--- config.mk ---
export PLATFORM = sky130hd
export DESIGN_NAME = key_event_arbiter
export DESIGN_NICKNAME = d
export VERILOG_FILES = /design/src/rtl/board_ctrl_pkg.sv /design/src/rtl/rr_pick.sv /design/src/rtl/key_event_arbiter.sv
export SDC_FILE = /design/constraint.sdc
export NUM_CORES = 1
export LEC_CHECK = 0
export BUFFER_PORTS_ARGS = -buffer_cell sky130_fd_sc_hd__buf_2
export CAP_MARGIN = 25
export CORE_MARGIN = 2
export CORE_UTILIZATION = 43
export DETAILED_ROUTE_END_ITERATION = 6
export GPL_TIMING_DRIVEN = 0
export PLACE_DENSITY_LB_ADDON = 0.12
export SYNTH_ARGS = -nofsm -noshare
export SYNTH_HDL_FRONTEND = slang
export SYNTH_HIERARCHICAL = 1
export SYNTH_SLANG_ARGS = --single-unit
--- constraint.sdc ---
create_clock -name clk1k_i -period 1.59 [get_ports clk1k_i]
set_input_delay 0.2385 -clock clk1k_i [delete_from_list [all_inputs] [get_ports clk1k_i]]
set_output_delay 0.2385 -clock clk1k_i [all_outputs]
set_load 0.02 [all_outputs]
--- src/rtl/board_ctrl_pkg.sv ---
// Shared board-control definitions: key indices, default key count, event FSM states.
package board_ctrl_pkg;

  localparam int unsigned NKEY_DEFAULT = 4;

  localparam int unsigned KEY_RUN  = 0;
  localparam int unsigned KEY_STEP = 1;
  localparam int unsigned KEY_RST  = 2;
  localparam int unsigned KEY_MODE = 3;

  typedef enum logic {
    EMPTY = 1'b0,
    FULL  = 1'b1
  } evt_state_e;

endpackage

--- src/rtl/rr_pick.sv ---
// Combinational round-robin picker.
//   req_i          request vector
//   last_i         index granted most recently; search starts one above it
//   gnt_valid_c_o  at least one request is set
//   gnt_idx_c_o    first set request at or after (last_i+1) mod N, wrapping
module rr_pick
  import board_ctrl_pkg::*;
#(
  parameter int unsigned N  = NKEY_DEFAULT,
  parameter int unsigned IW = $clog2(N)
) (
  input  logic [N-1:0]  req_i,
  input  logic [IW-1:0] last_i,
  output logic          gnt_valid_c_o,
  output logic [IW-1:0] gnt_idx_c_o
);

  // Walk offsets 1..N from last_i; the first hit wins, offset N revisits last_i itself.
  always_comb begin
    int unsigned j;
    j             = 0;
    gnt_valid_c_o = 1'b0;
    gnt_idx_c_o   = '0;
    for (int unsigned k = 1; k <= N; k++) begin
      j = 32'(last_i) + k;
      if (j >= N) j = j - N;
      if (!gnt_valid_c_o && req_i[IW'(j)]) begin
        gnt_valid_c_o = 1'b1;
        gnt_idx_c_o   = IW'(j);
      end
    end
  end

endmodule

--- src/rtl/key_event_arbiter.sv ---
// Key event arbiter: latches debouncer press pulses as pending requests and
// issues them one at a time, round-robin, as key-ID events over valid/ready.
//   clk1k_i      1 kHz clock
//   rst_i        asynchronous active-high reset
//   key_pulse_i  one-cycle press pulses, one bit per key
//   evt_ready_i  consumer accepts the current event
//   lost_clr_i   clears all lost flags
//   evt_valid_o  evt_id_o holds an unconsumed event
//   evt_id_o     index of the reported key
//   pending_o    pending-request register (debug view)
//   lost_o       sticky per-key dropped-press flags
module key_event_arbiter
  import board_ctrl_pkg::*;
#(
  parameter int unsigned NKEY = NKEY_DEFAULT,
  parameter int unsigned IDW  = $clog2(NKEY)
) (
  input  logic            clk1k_i,
  input  logic            rst_i,
  input  logic [NKEY-1:0] key_pulse_i,
  input  logic            evt_ready_i,
  input  logic            lost_clr_i,
  output logic            evt_valid_o,
  output logic [IDW-1:0]  evt_id_o,
  output logic [NKEY-1:0] pending_o,
  output logic [NKEY-1:0] lost_o
);

  evt_state_e      state_q;
  logic [IDW-1:0]  id_q;
  logic [IDW-1:0]  last_q;
  logic [NKEY-1:0] pend_q, pend_d;
  logic [NKEY-1:0] lost_q, lost_d;

  logic            gnt_valid_c;
  logic [IDW-1:0]  gnt_idx_c;
  logic            load_c;
  logic [NKEY-1:0] gnt_mask_c;

  rr_pick #(
    .N  (NKEY),
    .IW (IDW)
  ) u_rr_pick (
    .req_i         (pend_q),
    .last_i        (last_q),
    .gnt_valid_c_o (gnt_valid_c),
    .gnt_idx_c_o   (gnt_idx_c)
  );

  // Output slot is free when empty or being consumed this edge.
  always_comb begin
    load_c     = gnt_valid_c && ((state_q == EMPTY) || evt_ready_i);
    gnt_mask_c = '0;
    if (load_c) gnt_mask_c = NKEY'(1) << gnt_idx_c;
    // A pulse on the key being granted re-arms it rather than counting as lost.
    pend_d = (pend_q & ~gnt_mask_c) | key_pulse_i;
    lost_d = (lost_clr_i ? '0 : lost_q) | (key_pulse_i & pend_q & ~gnt_mask_c);
  end

  // Registers and output FSM.
  always_ff @(posedge clk1k_i or posedge rst_i) begin
    if (rst_i) begin
      state_q <= EMPTY;
      id_q    <= '0;
      last_q  <= IDW'(NKEY - 1);
      pend_q  <= '0;
      lost_q  <= '0;
    end else begin
      pend_q <= pend_d;
      lost_q <= lost_d;
      if (load_c) begin
        state_q <= FULL;
        id_q    <= gnt_idx_c;
        last_q  <= gnt_idx_c;
      end else if ((state_q == FULL) && evt_ready_i) begin
        state_q <= EMPTY;
      end
    end
  end

  assign evt_valid_o = (state_q == FULL);
  assign evt_id_o    = id_q;
  assign pending_o   = pend_q;
  assign lost_o      = lost_q;

endmodule

==> results_dict.tcl, run 1 <==
set metrics [dict create \
    layout_setup_ws_ns -0.0297 \
    antenna_cells 0 \
    fin_skew_ns 0.00276 \
    ys_ff_latch 13 \
    violations "negative setup slack" \
    critPathRequiredTime_ns 1.75 \
    pre_cts_slack_ns -0.137 \
    relSlewSlack 0.677 \
    synth_edf_count 0 \
    row_count 13 \
    crit_fanout 6 \
    grt_max_degree 14 \
    nNetsFinal 91 \
    cts_tree "yes" \
    syn-instance-count 57 \
    fmax_ghz 0.617 \
    via_count 508 \
    antenna_found_initial 0 \
    slowest_stage "dfstp_2" \
    synth_cell_types 25 \
    synth_ff_type "dfrtp_1" \
    die_w_microns 42.3 \
    cts_buffers 3 \
    r2r-end "lost_o[2]" \
    place_congestion 0.722 \
    critPathTopFamily "flip-flops" \
    max-clock-path-buffers 2 \
    path_cells "mux2i_1, o221ai_2, nand4b_1, a32o_1" \
    area_growth_pct 29.0 \
    initial_core_util 0.472 \
    reg2reg_depth 4 \
    grt_pass1_vias 475 \
    maxSlewViolCount 0 \
    crit_buf_inv 0 \
    period_share 1.02 \
    wl_per_cell_microns 13.3 \
    drive_gt1_frac 0.463 \
    dr.pass1.iters 4 \
    hp-class "input pin to flip-flop" \
    crit_path_end_kind "flip-flop" \
    path_depth 4 \
    wirelength_mm 1.29 \
    rsz0062_at_grt "true" \
    stdcell_count 97 \
    clkSinkCount 13 \
    timing.rr.start "last_q[1]" \
    hold_viol_final 0 \
    grt_pass1_wl_mm 2.13 \
    grt_use_total 0.161 \
    p_leak_nw 0.384 \
    drc 0 \
    synth_top_area_share 0.437 \
    synthTopCellsByArea "dfrtp_1, dfstp_2, a21o_1" \
    multi_input_area_sq_um 304 \
    finalCriticalPeriod_ns 1.62 \
    drtAntennaViolNets 0 \
    syn_avg_cell_area_sq_um 11.0 \
    path_clk_slew_ns 0.08 \
    io_buffer_count 18 \
    setup_violations 2 \
    first_iter_violations 9 \
    hp-start "key_pulse_i[0]" \
    cp.arrival_ns 1.78 \
    die_h_microns 42.3 \
    fill_cells 123 \
    pin_count 19 \
    avgViaCountPerCell 5.24 \
    power.density_nw_per_um2 2160 \
    slowest_delay_ns 0.59 \
    power_w 0.00176 \
    yosysWarnings 6 \
    maxCapViolCount 0 \
    h-tree-depth 1 \
    seq_area_sq_um 329 \
    coreArea_sq_um 1330 \
    yosysSeqAreaShare 0.521 \
    ir_worst_vdd_mv 1.01 \
    cts_root_buf "clkbuf_4" \
    dp_cells 90 \
    yosysTopAreaCell "dfrtp_1" \
    die_area_sq_um 1790 \
    synthArstFlopShare 1.00 \
    hpwl_microns 910 \
    holdPathEnd "pending_o[0]" \
    start_kind "flip-flop" \
    tightest_slew_ns 0.484 \
    syn_nets 65 \
    r2r_slack_ns -0.03 \
    hold_depth 2 \
    critPathKind "flip-flop to flip-flop" \
    outcome "finished with violations" \
    clkLatencyLatePin_ns 0.27 \
    gr-total-overflow 0 \
    syn_area_sq_um 629 \
]
sequential cells by signal, summed over array words and instances, names as in the netlist:
signal	flops
pending_o	4
lost_o	4
last_q	2
evt_id_o	2
evt_valid_o	1
what timing repair did:
action,4_1_cts,5_1_grt
resized for setup,3,2
hold buffers,1,0
pin swaps,2,6
endpoints found under the setup margin,6,9
setup buffers,1,1
endpoints found under the hold margin,11,0
power by group:
| group | internal, W | switching, W |
|---|---|---|
| Combinational | 0.000429 | 0.000471 |
| Sequential | 0.000496 | 0.000163 |
| Clock | 0.0000970 | 0.000100 |
| Total | 0.00102 | 0.000734 |
through the flow:
stage	util	setup TNS [ns]	area, sq um	hold WS [ns]
floorplan	-	0	629	0.114
global placement	0.553	-0.144	738	0.275
detailed placement	0.553	-0.257	738	0.286
CTS	0.597	-0.0545	796	0.145
global route	0.609	-0.561	812	0.158
finish	0.609	-0.0350	812	0.154
worst max path at each step:
| stage | from | to | slack (ns) |
|---|---|---|---|
| finish | last_q[1] | lost_o[2] | -0.03 |
| floorplan | pending_o[1] | lost_o[2] | 0.04 |
| global route | last_q[1] | lost_o[1] | -0.11 |
| global placement | last_q[1] | lost_o[2] | -0.10 |
| detailed placement | last_q[1] | lost_o[2] | -0.14 |
| CTS | last_q[1] | lost_o[1] | -0.04 |
cell families (layout without fill, tap and decap cells):
| group | after synthesis | after routing | share of synthesized area |
|---|---|---|---|
| AND/OR/NAND/NOR | 20 | 20 | 0.187 |
| AO/OA/AOI/OAI | 16 | 16 | 0.199 |
| flip-flops | 13 | 13 | 0.521 |
| buffers and inverters | 5 | 30 | 0.0298 |
| multiplexers | 3 | 3 | 0.0636 |
placed cells by master (no fill, tap or decap), drive strengths merged, types with 4 or more instances in the layout:
cell | netlist | final
a21o | 4 | 4
a21oi | 4 | 4
buf | 0 | 20
clkbuf | 0 | 4
dfrtp | 11 | 11
inv | 5 | 5
nand2 | 4 | 4
nand2b | 5 | 5
nor2 | 6 | 6
worst register-to-register path, stage by stage, from the launching register on:
cell and delay, ns:
dfstp_2 0.59, mux2i_1 0.23, o221ai_2 0.16, nand4b_1 0.25, a32o_1 0.29
synth_stat cells, types with 2 or more instances:
cell and instances:
a32o_1 2, nand2_1 3, dfrtp_1 11, mux2_4 2, a21oi_1 3, a21o_1 4
inv_1 5, nand2b_1 4, dfstp_2 2, nor2_1 6
layer usage:
metal | vias up | global-route usage | part of all wire
met4 | 0 | 0.0938 | 0.0085
met3 | 2 | 0.0431 | 0.045
met5 | - | 0 | 0
li1 | 251 | - | -
met1 | 245 | 0.219 | 0.49
met2 | 10 | 0.228 | 0.46
area by class of cell:
type                    instances  share of cell area
clock buffers                   4              0.0324
inverters                       5              0.0231
multi-input cells              39               0.374
flip-flops and latches         13               0.405
well taps                      15              0.0231
repair buffers                 21               0.142
Power figures use the tool's default switching activity.
==> inputs of run 2 (changes only) <==
--- a/config.mk
+++ b/config.mk
@@ -8,7 +8,8 @@
 export BUFFER_PORTS_ARGS = -buffer_cell sky130_fd_sc_hd__buf_2
 export CAP_MARGIN = 25
 export CORE_MARGIN = 2
-export CORE_UTILIZATION = 43
+export CORE_UTILIZATION = 46
+export CTS_BUF_LIST = sky130_fd_sc_hd__clkbuf_4
 export DETAILED_ROUTE_END_ITERATION = 6
 export GPL_TIMING_DRIVEN = 0
 export PLACE_DENSITY_LB_ADDON = 0.12
==> results_dict.tcl, run 2 (synthesized netlist as in run 1, its figures left out) <==
set metrics [dict create \
    coreArea_sq_um 1280 \
    place_congestion 0.684 \
    fmax_ghz 0.617 \
    finalCriticalPeriod_ns 1.62 \
    antenna_found_initial 0 \
    p_leak_nw 0.377 \
    final_common_cell "buf_2" \
    crit_fanout 7 \
    stdcell_count 96 \
    clkLatencyLatePin_ns 0.27 \
    avgViaCountPerCell 5.21 \
    reg2reg_depth 6 \
    multi_input_area_sq_um 297 \
    cts_tree "yes" \
    layout_setup_ws_ns -0.0296 \
    cp.arrival_ns 1.77 \
    drive_gt1_frac 0.444 \
    most-common-layout-cells "buf_2, dfrtp_1, nor2_1" \
    die_w_microns 41.0 \
    start_kind "flip-flop" \
    die_area_sq_um 1680 \
    clkSinkCount 13 \
    drc 0 \
    cts_buffers 3 \
    wl_per_cell_microns 13.3 \
    outcome "finished with violations" \
    dp_cells 90 \
    maxCapViolCount 0 \
    maxSlewViolCount 0 \
    row_count 13 \
    grtUsageMet2 0.277 \
    max-clock-path-buffers 2 \
    pre_cts_slack_ns -0.0827 \
    initial_core_util 0.490 \
    tightest_slew_ns 0.486 \
    grt_use_total 0.192 \
    pin_count 19 \
    setup_violations 2 \
    timing.rr.start "last_q[1]" \
    first_iter_violations 6 \
    ir_worst_vdd_mv 0.922 \
    fin_skew_ns 0.00141 \
    met3_usage 0.0326 \
    io_buffer_count 18 \
    relSlewSlack 0.676 \
    area_growth_pct 27.0 \
    violations "negative setup slack" \
    path_clk_slew_ns 0.08 \
    grt_pass1_vias 432 \
    hp-start "lost_clr_i" \
    grt_max_degree 14 \
    rsz0062_at_grt "true" \
    gr-total-overflow 0 \
    die_h_microns 41.0 \
    hold_viol_final 0 \
    crit_path_end_kind "flip-flop" \
    antenna_cells 0 \
    seq_area_sq_um 328 \
    critPathRequiredTime_ns 1.74 \
    wirelength_mm 1.28 \
    hold_depth 2 \
    grt-busiest-layer "met2" \
    grtUsageMet1 0.251 \
    cts_root_buf "clkbuf_4" \
    power.density_nw_per_um2 2170 \
    drtAntennaViolNets 0 \
    via_count 500 \
    grt_pass1_wl_mm 1.98 \
    critPathKind "flip-flop to flip-flop" \
    worstSetupStartpoint "last_q[1]" \
    hp-class "input pin to flip-flop" \
    nNetsFinal 90 \
    h-tree-depth 1 \
    fill_cells 112 \
    period_share 1.02 \
    dr.pass1.iters 4 \
]
[run 2: routing by layer]
layer  part of all wire  routed length (microns)
met5                  0                        0
met4             0.0086                       11
met3              0.037                       48
met2               0.46                      592
met1               0.49                      629
[run 2: final timing paths]
path	to	slack, ns
hold / removal	lost_o[1]	0.16
setup reg to reg	lost_o[1]	-0.03
setup / recovery	lost_o[1]	-0.03
min in group asynchronous	pending_o[1]	0.52
max in group asynchronous	last_q[1]	0.72
hold reg to reg	evt_id_o[0]	0.49
[run 2: where the power goes]
group	leakage, nW	internal, W	switching (W)
Clock	0.0184	0.000114	0.000104
Combinational	0.222	0.000397	0.000470
Sequential	0.137	0.000494	0.000157
[run 2: through the flow]
step                TNS, ns  hold slack [ns]  utilization  total power, W  area [sq um]
global route         -0.568            0.159        0.622         0.00186           800
floorplan                 0            0.114            -         0.00121           629
CTS                 -0.0413            0.144        0.616         0.00171           792
global placement     -0.167            0.284        0.574         0.00142           738
detailed placement   -0.133            0.291        0.574         0.00144           738
finish              -0.0533            0.159        0.622         0.00174           800
[run 2: layout make-up]
cell class,instances,area share
Timing Repair Buffer,20,0.135
Clock buffer,4,0.0376
Sequential cell,13,0.410
Multi-Input combinational cell,39,0.371
Inverter,5,0.0235
Tap cell,15,0.0235
[run 2: critical path, cell delays in order (launching register included)]
cell      delay, ns
dfstp_2        0.59
nand2b_1       0.14
a21oi_2        0.07
o221ai_2       0.25
nand2_2        0.12
o311ai_2       0.24
o21ai_1        0.11
[run 2: repair_timing]
action                                  4_1_cts  5_1_grt
endpoints found under the setup margin        4        9
gates cloned                                  0        0
hold buffers                                  1        0
pin swaps                                     2        4
setup buffers                                 0        1
gates resized for setup                       3        0
endpoints found under the hold margin        11        0
